## config.mk

```make
export PLATFORM = sky130hd
export DESIGN_NAME = stopwatch_ctrl_flat
export DESIGN_NICKNAME = d
export VERILOG_FILES = /design/src/rtl/stopwatch_ctrl_if.sv /design/src/rtl/stopwatch_ctrl.sv /design/src/flat_wrapper.sv
export SDC_FILE = /design/constraint.sdc
export NUM_CORES = 1
export LEC_CHECK = 0
export ABC_AREA = 0
export BUFFER_PORTS_ARGS = -buffer_cell sky130_fd_sc_hd__buf_2
export CAP_MARGIN = 10
export CORE_ASPECT_RATIO = 0.9
export CORE_MARGIN = 3
export CORE_UTILIZATION = 45
export CTS_CLUSTER_DIAMETER = 100
export DETAILED_ROUTE_END_ITERATION = 10
export HOLD_SLACK_MARGIN = 0.06
export PLACE_DENSITY = 0.82
export SLEW_MARGIN = 20
export SYNTH_ARGS = -nofsm -noshare
export SYNTH_HDL_FRONTEND = slang
export SYNTH_SLANG_ARGS = --single-unit
```

## constraint.sdc

```tcl
create_clock -name clk -period 3.98 [get_ports clk]
set_clock_uncertainty 0.2 [all_clocks]
set_input_delay 0.398 -clock clk [delete_from_list [all_inputs] [get_ports clk]]
set_output_delay 0.398 -clock clk [all_outputs]
set_load 0.02 [all_outputs]
```

## src/rtl/stopwatch_ctrl_if.sv

```systemverilog
// Stopwatch controller bus: buttons and BCD counter values in, counter pulses and display out.
// master = controller side, slave = counters/display side; no backpressure on any signal.
interface stopwatch_ctrl_if;
  logic        ss;
  logic        lr;
  logic [3:0]  sec_tens;
  logic [3:0]  sec_ones;
  logic [3:0]  min_tens;
  logic [3:0]  min_ones;
  logic        sec_inc;
  logic        min_inc;
  logic        cnt_clr;
  logic [15:0] disp;
  logic [1:0]  state;
  logic        ovf;

  modport master (
    input  ss, lr, sec_tens, sec_ones, min_tens, min_ones,
    output sec_inc, min_inc, cnt_clr, disp, state, ovf
  );

  modport slave (
    output ss, lr, sec_tens, sec_ones, min_tens, min_ones,
    input  sec_inc, min_inc, cnt_clr, disp, state, ovf
  );
endinterface

```

## src/rtl/stopwatch_ctrl.sv

```systemverilog
// Stopwatch FSM with a DIV-cycle prescaler driving external BCD counters; all outputs registered.
// Latency: press to state change and display update is 1 cycle; no backpressure, pulses are fire-and-forget.
module stopwatch_ctrl #(
  parameter int DIV = 10
) (
  input  logic             clk,
  input  logic             rs,
  stopwatch_ctrl_if.master sw
);

  localparam int PW = (DIV > 2) ? $clog2(DIV) : 1;
  localparam logic [PW-1:0] PRE_LAST = PW'(DIV - 1);

  typedef enum logic [1:0] {
    IDLE  = 2'b00,
    RUN   = 2'b01,
    PAUSE = 2'b10,
    LAP   = 2'b11
  } state_e;

  state_e        state_q, state_d;
  logic [PW-1:0] pre_q, pre_d;
  logic          ss_q, ss_d;
  logic          lr_q, lr_d;
  logic          sec_inc_q, sec_inc_d;
  logic          min_inc_q, min_inc_d;
  logic          cnt_clr_q, cnt_clr_d;
  logic [15:0]   disp_q, disp_d;
  logic          ovf_q, ovf_d;

  logic          ss_rise;
  logic          lr_rise;
  logic          timing_q;
  logic          timing_d;
  logic          tick;
  logic          sec_at_59;
  logic          min_at_59;
  logic [15:0]   live_bcd;

  always_ff @(posedge clk or negedge rs) begin
    if (!rs) begin
      state_q   <= IDLE;
      pre_q     <= '0;
      ss_q      <= 1'b0;
      lr_q      <= 1'b0;
      sec_inc_q <= 1'b0;
      min_inc_q <= 1'b0;
      cnt_clr_q <= 1'b0;
      disp_q    <= '0;
      ovf_q     <= 1'b0;
    end else begin
      state_q   <= state_d;
      pre_q     <= pre_d;
      ss_q      <= ss_d;
      lr_q      <= lr_d;
      sec_inc_q <= sec_inc_d;
      min_inc_q <= min_inc_d;
      cnt_clr_q <= cnt_clr_d;
      disp_q    <= disp_d;
      ovf_q     <= ovf_d;
    end
  end

  always_comb begin
    ss_d      = sw.ss;
    lr_d      = sw.lr;
    ss_rise   = sw.ss & ~ss_q;
    // start/stop wins; a coincident lap/reset press is dropped
    lr_rise   = sw.lr & ~lr_q & ~ss_rise;
    sec_at_59 = (sw.sec_tens == 4'd5) && (sw.sec_ones == 4'd9);
    min_at_59 = (sw.min_tens == 4'd5) && (sw.min_ones == 4'd9);
    live_bcd  = {sw.min_tens, sw.min_ones, sw.sec_tens, sw.sec_ones};

    state_d = state_q;
    case (state_q)
      IDLE:    if (ss_rise) state_d = RUN;
      RUN:     if (ss_rise) state_d = PAUSE; else if (lr_rise) state_d = LAP;
      LAP:     if (ss_rise) state_d = PAUSE; else if (lr_rise) state_d = RUN;
      PAUSE:   if (ss_rise) state_d = RUN;   else if (lr_rise) state_d = IDLE;
      default: state_d = IDLE;
    endcase

    // The prescaler only advances on edges that stay within RUN/LAP, so a
    // pause freezes the partial second exactly where it was pressed.
    timing_q = (state_q == RUN) || (state_q == LAP);
    timing_d = (state_d == RUN) || (state_d == LAP);
    pre_d    = pre_q;
    tick     = 1'b0;
    if (state_d == IDLE) begin
      pre_d = '0;
    end else if (timing_q && timing_d) begin
      if (pre_q == PRE_LAST) begin
        pre_d = '0;
        tick  = 1'b1;
      end else begin
        pre_d = pre_q + 1'b1;
      end
    end

    sec_inc_d = tick;
    min_inc_d = tick && sec_at_59;
    cnt_clr_d = (state_q == PAUSE) && (state_d == IDLE);

    ovf_d = ovf_q;
    if (cnt_clr_d) ovf_d = 1'b0;
    else if (tick && sec_at_59 && min_at_59) ovf_d = 1'b1;

    // The RUN->LAP edge samples live values; while in LAP the snapshot holds.
    disp_d = (state_q == LAP) ? disp_q : live_bcd;
  end

  assign sw.sec_inc = sec_inc_q;
  assign sw.min_inc = min_inc_q;
  assign sw.cnt_clr = cnt_clr_q;
  assign sw.disp    = disp_q;
  assign sw.state   = state_q;
  assign sw.ovf     = ovf_q;

endmodule

```

## src/flat_wrapper.sv

```systemverilog
// flat-port wrapper written by rule: the top's interface ports become plain ports
module stopwatch_ctrl_flat 
#(
  parameter int DIV = 10
)
  (clk, rs, sw_ss, sw_lr, sw_sec_tens, sw_sec_ones, sw_min_tens, sw_min_ones, sw_sec_inc, sw_min_inc, sw_cnt_clr, sw_disp, sw_state, sw_ovf);
  stopwatch_ctrl_if sw_i ();
  input  logic clk;
  input  logic rs;
  input wire logic [$bits(sw_i.ss)-1:0] sw_ss;
  input wire logic [$bits(sw_i.lr)-1:0] sw_lr;
  input wire logic [$bits(sw_i.sec_tens)-1:0] sw_sec_tens;
  input wire logic [$bits(sw_i.sec_ones)-1:0] sw_sec_ones;
  input wire logic [$bits(sw_i.min_tens)-1:0] sw_min_tens;
  input wire logic [$bits(sw_i.min_ones)-1:0] sw_min_ones;
  output wire logic [$bits(sw_i.sec_inc)-1:0] sw_sec_inc;
  output wire logic [$bits(sw_i.min_inc)-1:0] sw_min_inc;
  output wire logic [$bits(sw_i.cnt_clr)-1:0] sw_cnt_clr;
  output wire logic [$bits(sw_i.disp)-1:0] sw_disp;
  output wire logic [$bits(sw_i.state)-1:0] sw_state;
  output wire logic [$bits(sw_i.ovf)-1:0] sw_ovf;
  assign sw_i.ss = sw_ss;
  assign sw_i.lr = sw_lr;
  assign sw_i.sec_tens = sw_sec_tens;
  assign sw_i.sec_ones = sw_sec_ones;
  assign sw_i.min_tens = sw_min_tens;
  assign sw_i.min_ones = sw_min_ones;
  assign sw_sec_inc = sw_i.sec_inc;
  assign sw_min_inc = sw_i.min_inc;
  assign sw_cnt_clr = sw_i.cnt_clr;
  assign sw_disp = sw_i.disp;
  assign sw_state = sw_i.state;
  assign sw_ovf = sw_i.ovf;
  stopwatch_ctrl #(.DIV(DIV)) u_core (.clk(clk), .rs(rs), .sw(sw_i));
endmodule
```

# After elaboration in Yosys (flattened, before gate mapping)
# Cells that the tools add are included.
# W data, S select, Z words.
# classes
eq_ne,10
add_sub_neg,1
n_mux,16
n_bitwise,6
n_reduce_logical,12
# op_table
operator,count
$mux W2,7
$eq A4 B4 Y1 const B,3
$mux W4,3
$eq A4 B3 Y1 const B,2
$pmux W2 S4,1
$eq A2 B2 Y1 const B,3
$logic_and A1 B1 Y1,6
$mux W1,5
$add A4 B1 Y4 const B,1
$eq A2 B1 Y1 const B,2
$logic_not A2 Y1,2
$reduce_bool A2 Y1,2
$and A1 B1 Y1,3
$not A1 Y1,3
$logic_or A1 B1 Y1,2
# totals
regBits,28
out_inout_bits,22
in_bits,20
wordCells,54

# Longest topological paths before layout
# depth
depth_word,16
mapped_depth,6
ltp_nobuf,6

# Worst setup path after synthesis
# Ideal clock, no wire load.
# synth_path
path_kind,register to register
startpoint,"register u_core.state_q[0], in the netlist u_core.sw.state[0]"
endpoint,"register u_core.ovf_q, in the netlist u_core.sw.ovf"
path_slack_ns,2.272
n_path_buf,0
period_less_slack_ns,1.708
t_arrival_ns,1.387
path_stages_with_launch,4
setup_time_ns,0.121
t_required_ns,3.659
cell_sequence,dfrtp_1 -> or4b_4 -> and3_1 -> a22o_1
# synth_between
elab_chain_cells,11
word_cells_on_any_way,25
cone_classes,5 x eq/ne; 11 x mux; 9 x reduce/logical
# synth_rtl
element,line_no,source
start: declaration,stopwatch_ctrl.sv:21,"state_e state_q, state_d;"
start signal: assignment,stopwatch_ctrl.sv:52,state_q <= state_d;
$mux W2 (on tied branches) (2 in a row),"stopwatch_ctrl.sv:79, stopwatch_ctrl.sv:77, stopwatch_ctrl.sv:78",
$pmux W2 S4,stopwatch_ctrl.sv:75,case (state_q)
$eq A2 B1 Y1 or $eq A2 B2 Y1 (tied branches),stopwatch_ctrl.sv:86,timing_d = (state_d == RUN) || (state_d == LAP);
$logic_or A1 B1 Y1,stopwatch_ctrl.sv:86,
$logic_and A1 B1 Y1,stopwatch_ctrl.sv:91,end else if (timing_q && timing_d) begin
$mux W1,stopwatch_ctrl.sv:91,
$mux W1,stopwatch_ctrl.sv:89,if (state_d == IDLE) begin
$logic_and A1 B1 Y1 (2 in a row),stopwatch_ctrl.sv:106,else if (tick && sec_at_59 && min_at_59) ovf_d = 1'b1;
$reduce_bool A2 Y1 (no line),--,
end signal: assignment,stopwatch_ctrl.sv:60,ovf_q <= ovf_d;
end: declaration,stopwatch_ctrl.sv:29,"logic ovf_q, ovf_d;"
# Several ways; a longest one is shown, not always the timed one.
# A chain may end at the register's enable or synchronous reset.

# Final worst setup path
# layout_path
startpoint,input port sw_ss
endpoint,"register u_core.ovf_q, in the netlist u_core.sw.ovf"
# layout_between
elab_chain_cells,14
word_cells_on_any_way,23
cone_classes,2 x eq/ne; 11 x mux; 3 x bitwise; 7 x reduce/logical
# layout_rtl
element,line_no,source
start: declaration,flat_wrapper.sv:10,input wire logic [$bits(sw_i.ss)-1:0] sw_ss;
$and A1 B1 Y1 *,stopwatch_ctrl.sv:67,ss_rise = sw.ss & ~ss_q;
$not A1 Y1,stopwatch_ctrl.sv:69,lr_rise = sw.lr & ~lr_q & ~ss_rise;
$and A1 B1 Y1,stopwatch_ctrl.sv:69,
$mux W2 (on tied branches) (2 in a row),"stopwatch_ctrl.sv:79, stopwatch_ctrl.sv:77, stopwatch_ctrl.sv:78",
$pmux W2 S4 *,stopwatch_ctrl.sv:75,
$eq A2 B1 Y1 or $eq A2 B2 Y1 (tied branches),stopwatch_ctrl.sv:86,
$logic_or A1 B1 Y1,stopwatch_ctrl.sv:86,
$logic_and A1 B1 Y1,stopwatch_ctrl.sv:91,
$mux W1,stopwatch_ctrl.sv:91,
$mux W1,stopwatch_ctrl.sv:89,
$logic_and A1 B1 Y1 (2 in a row),stopwatch_ctrl.sv:106,
$reduce_bool A2 Y1 (no line),--,
# Mark *: on every way between the ends. The rest lies on a longest branch, timed or not.

==> results.md <==
* CTS root buffer: clkbuf_4
* Path category of the worst min-delay check: primary input to flip-flop
* Routed wire per std cell at 13.8 µm
* Area contributors post-synth: dfrtp_1 60%, mux2_2 16%, nor4bb_1 3.5%
* Slew Limit Fails at 0
* Vias at ~820
* Critical Path RT at ~4.0 ns
* First-pass GRT wire length at about 3200 µm
* Tightest Pin Transition at 0.646 ns
* Min Hold Slack at around 0.12 ns
* EDFF count, synth at 0
* Largest net degree at the start of global routing at 29
* Via density at approximately 5.2
* Die area at approximately 3200 µm²
* Area leader, netlist: dfrtp_1
* Fin. Hold Viols at 0
* Port bufs at 41
* M1 WL at 965 µm
* Period minus WS final at around 2.1 ns
* Vias in the first global route at ~760
* Syn-to-layout area delta at 24.7%
* Yosys reg bits at 28
* Mapped Cells at 85
* Num ports at 42
* DRT antenna net count at 0
* Met2 routed WL at ~1100 µm
* Pwr dens at approximately 570 nW/µm²
* Max-cap violations at 0
* Post-route DRC at 0
* Top layer in use: met4
* Worst setup SP type: primary input
* Worst-path clk slew at around 0.13 ns
* Clock sink count at 28
* CTS Buffer Depth at 2
* RSZ-0062 raised after global routing: no
* Async SR Flop Fraction at 100%
* CTS Buf Count at 3
* Worst Path Max Fanout at 6
* Initial Utilization at between 50 and 60%
* Sequential share of the synthesized area at 60.5%
* Nets at 155
* Post-synth top flop: dfrtp_1
* Worst skew pair latency at between 0.3 and 0.4 ns
* Total congestion overflow at 0
* Relative slew slack at 56.8%
* GRT Overall Usage at a little over an eighth
* 1st-iter DRT viols at 30
* Setup violators final at 0
* Drt pass-1 iters at 4
* Routability congestion estimate at ~0.8
* Die span in x at slightly below 60 µm
* Worst EP arrival at around 2.1 ns
* # rows at 16
* Layout cells sized above 1 at between 40 and 50%
* Worst setup EP type: flip-flop
* Synth cell count leaders: 28 x dfrtp_1, 16 x mux2_2, 7 x nand2_1
* Outcome: finished, final reports clean
* Area of the mapped netlist at about 1200 µm²
* N_diodes at 0
* Fmax at a little under 500 MHz
* Setup TNS at 0 ns
* Peak supply drop at ~0.00045 V
* Syn nets at approximately 110
* Syn Area/Cell at 13.6 µm²
* CTS tree: yes
* DP HPWL at 1700 µm
* Yosys cell types at 24
* Die Ht at 54.1 µm
* Post-CTS Resized at 0
* Synth top area share at just over 60%
* DR WL met3 at 127 µm
* Pleak at 0.724 nW
* Crit Path Category: primary input to flip-flop
* Initial antenna violation count at 0
* Top-count cell post-synth: dfrtp_1
* Post-Route WL at 2180 µm
* H-tree depth at 1
* Core area at 2300 µm²
* Tcrit/Tclk final at 51.8%
* Synth warn at 0
-- cell families after synthesis --
group / Yosys count / synth area share, %
xor gates and xnor gates: 1 / 0.756
buffers and inverters: 4 / 1.40
and+or+nand+nor: 25 / 15.0
muxes: 16 / 15.6
AOI/OAI and AO/OA: 9 / 4.64
adders and majority gates: 2 / 2.16
DFF: 28 / 60.5
-- worst paths after layout --
path	from	to	slack [ns]	cells past startpoint
max	sw_ss	u_core.sw.ovf	1.92	6
min	sw_min_tens[2]	u_core.sw.disp[14]	0.12	2
max reg2reg	u_core.sw.state[0]	u_core.sw.disp[9]	2.26	2
min reg2reg	u_core.sw.disp[11]	u_core.sw.disp[11]	0.32	1
max in group asynchronous	rs	u_core.sw.disp[5]	2.79	2
min in group asynchronous	rs	u_core.sw.disp[11]	0.40	2
-- cell type report --
cell class                 count  area [µm²]
inverter                       3        11.3
sequential                    28         701
fill                         190         857
multi-input combinational     53         442
timing repair buffer          44         235
tap                           27        33.8
clock buffer                   3        22.5
-- metrics by stage --
step / area (µm²) / power, mW / setup slack [ns] / cells / util (%)
after global placement: 1390 / 0.708 / 2.15 / 152 / 60.5
after detailed placement: 1390 / 0.721 / 2.13 / 152 / 60.5
after global routing: 1450 / 0.869 / 1.89 / 158 / 62.8
after CTS: 1450 / 0.830 / 1.93 / 158 / 62.8
after floorplan: 1160 / 0.616 / 2.27 / 85 / -
final: 1450 / 0.821 / 1.92 / 158 / 62.8
-- routing by layer --
layer / vias up / GRT usage [%]
met5: - / 0
met4: 0 / 2.26
met3: 2 / 3.60
met2: 23 / 22.7
met1: 395 / 16.6
li1: 395 / -
-- cells in the final DEF, fill, tap and decap left out, types with 2 or more instances in the layout --
| cell | Yosys | routed |
|---|---|---|
| buf_2 | 1 | 41 |
| nand3_1 | 3 | 3 |
| mux2_2 | 16 | 16 |
| ha_1 | 2 | 2 |
| o21ai_0 | 4 | 4 |
| dfrtp_1 | 28 | 28 |
| a21oi_1 | 2 | 2 |
| inv_1 | 3 | 3 |
| nor4bb_1 | 4 | 4 |
| clkbuf_4 | 0 | 3 |
| and3_1 | 2 | 2 |
| dlygate4sd3_1 | 0 | 3 |
| nand2_1 | 7 | 7 |
-- where the power goes --
group	total (mW)	switching, mW	internal [mW]
registers	0.411	0.0550	0.356
clock network	0.107	0.0719	0.0354
logic	0.303	0.171	0.132
-- state kept, by name, indices dropped and copies added (netlist names) --
signal             count
u_core.lr_q            1
u_core.sw.cnt_clr      1
u_core.ss_q            1
u_core.sw.ovf          1
u_core.pre_q           4
u_core.sw.sec_inc      1
u_core.sw.state        2
u_core.sw.min_inc      1
u_core.sw.disp        16
-- worst max-delay path: stages --
cell and delay, ns:
dlygate4sd3_1 0.53, buf_2 0.13, nor2b_4 0.14, or4b_4 0.53, and3_1 0.16, a22o_1 0.19
-- repair_timing --
action,in CTS,in global routing
setup endpoints to repair,0,0
hold buffers,3,0
hold endpoints to repair,30,0
setup buffers,0,0
(Power assumes the default switching activity.)
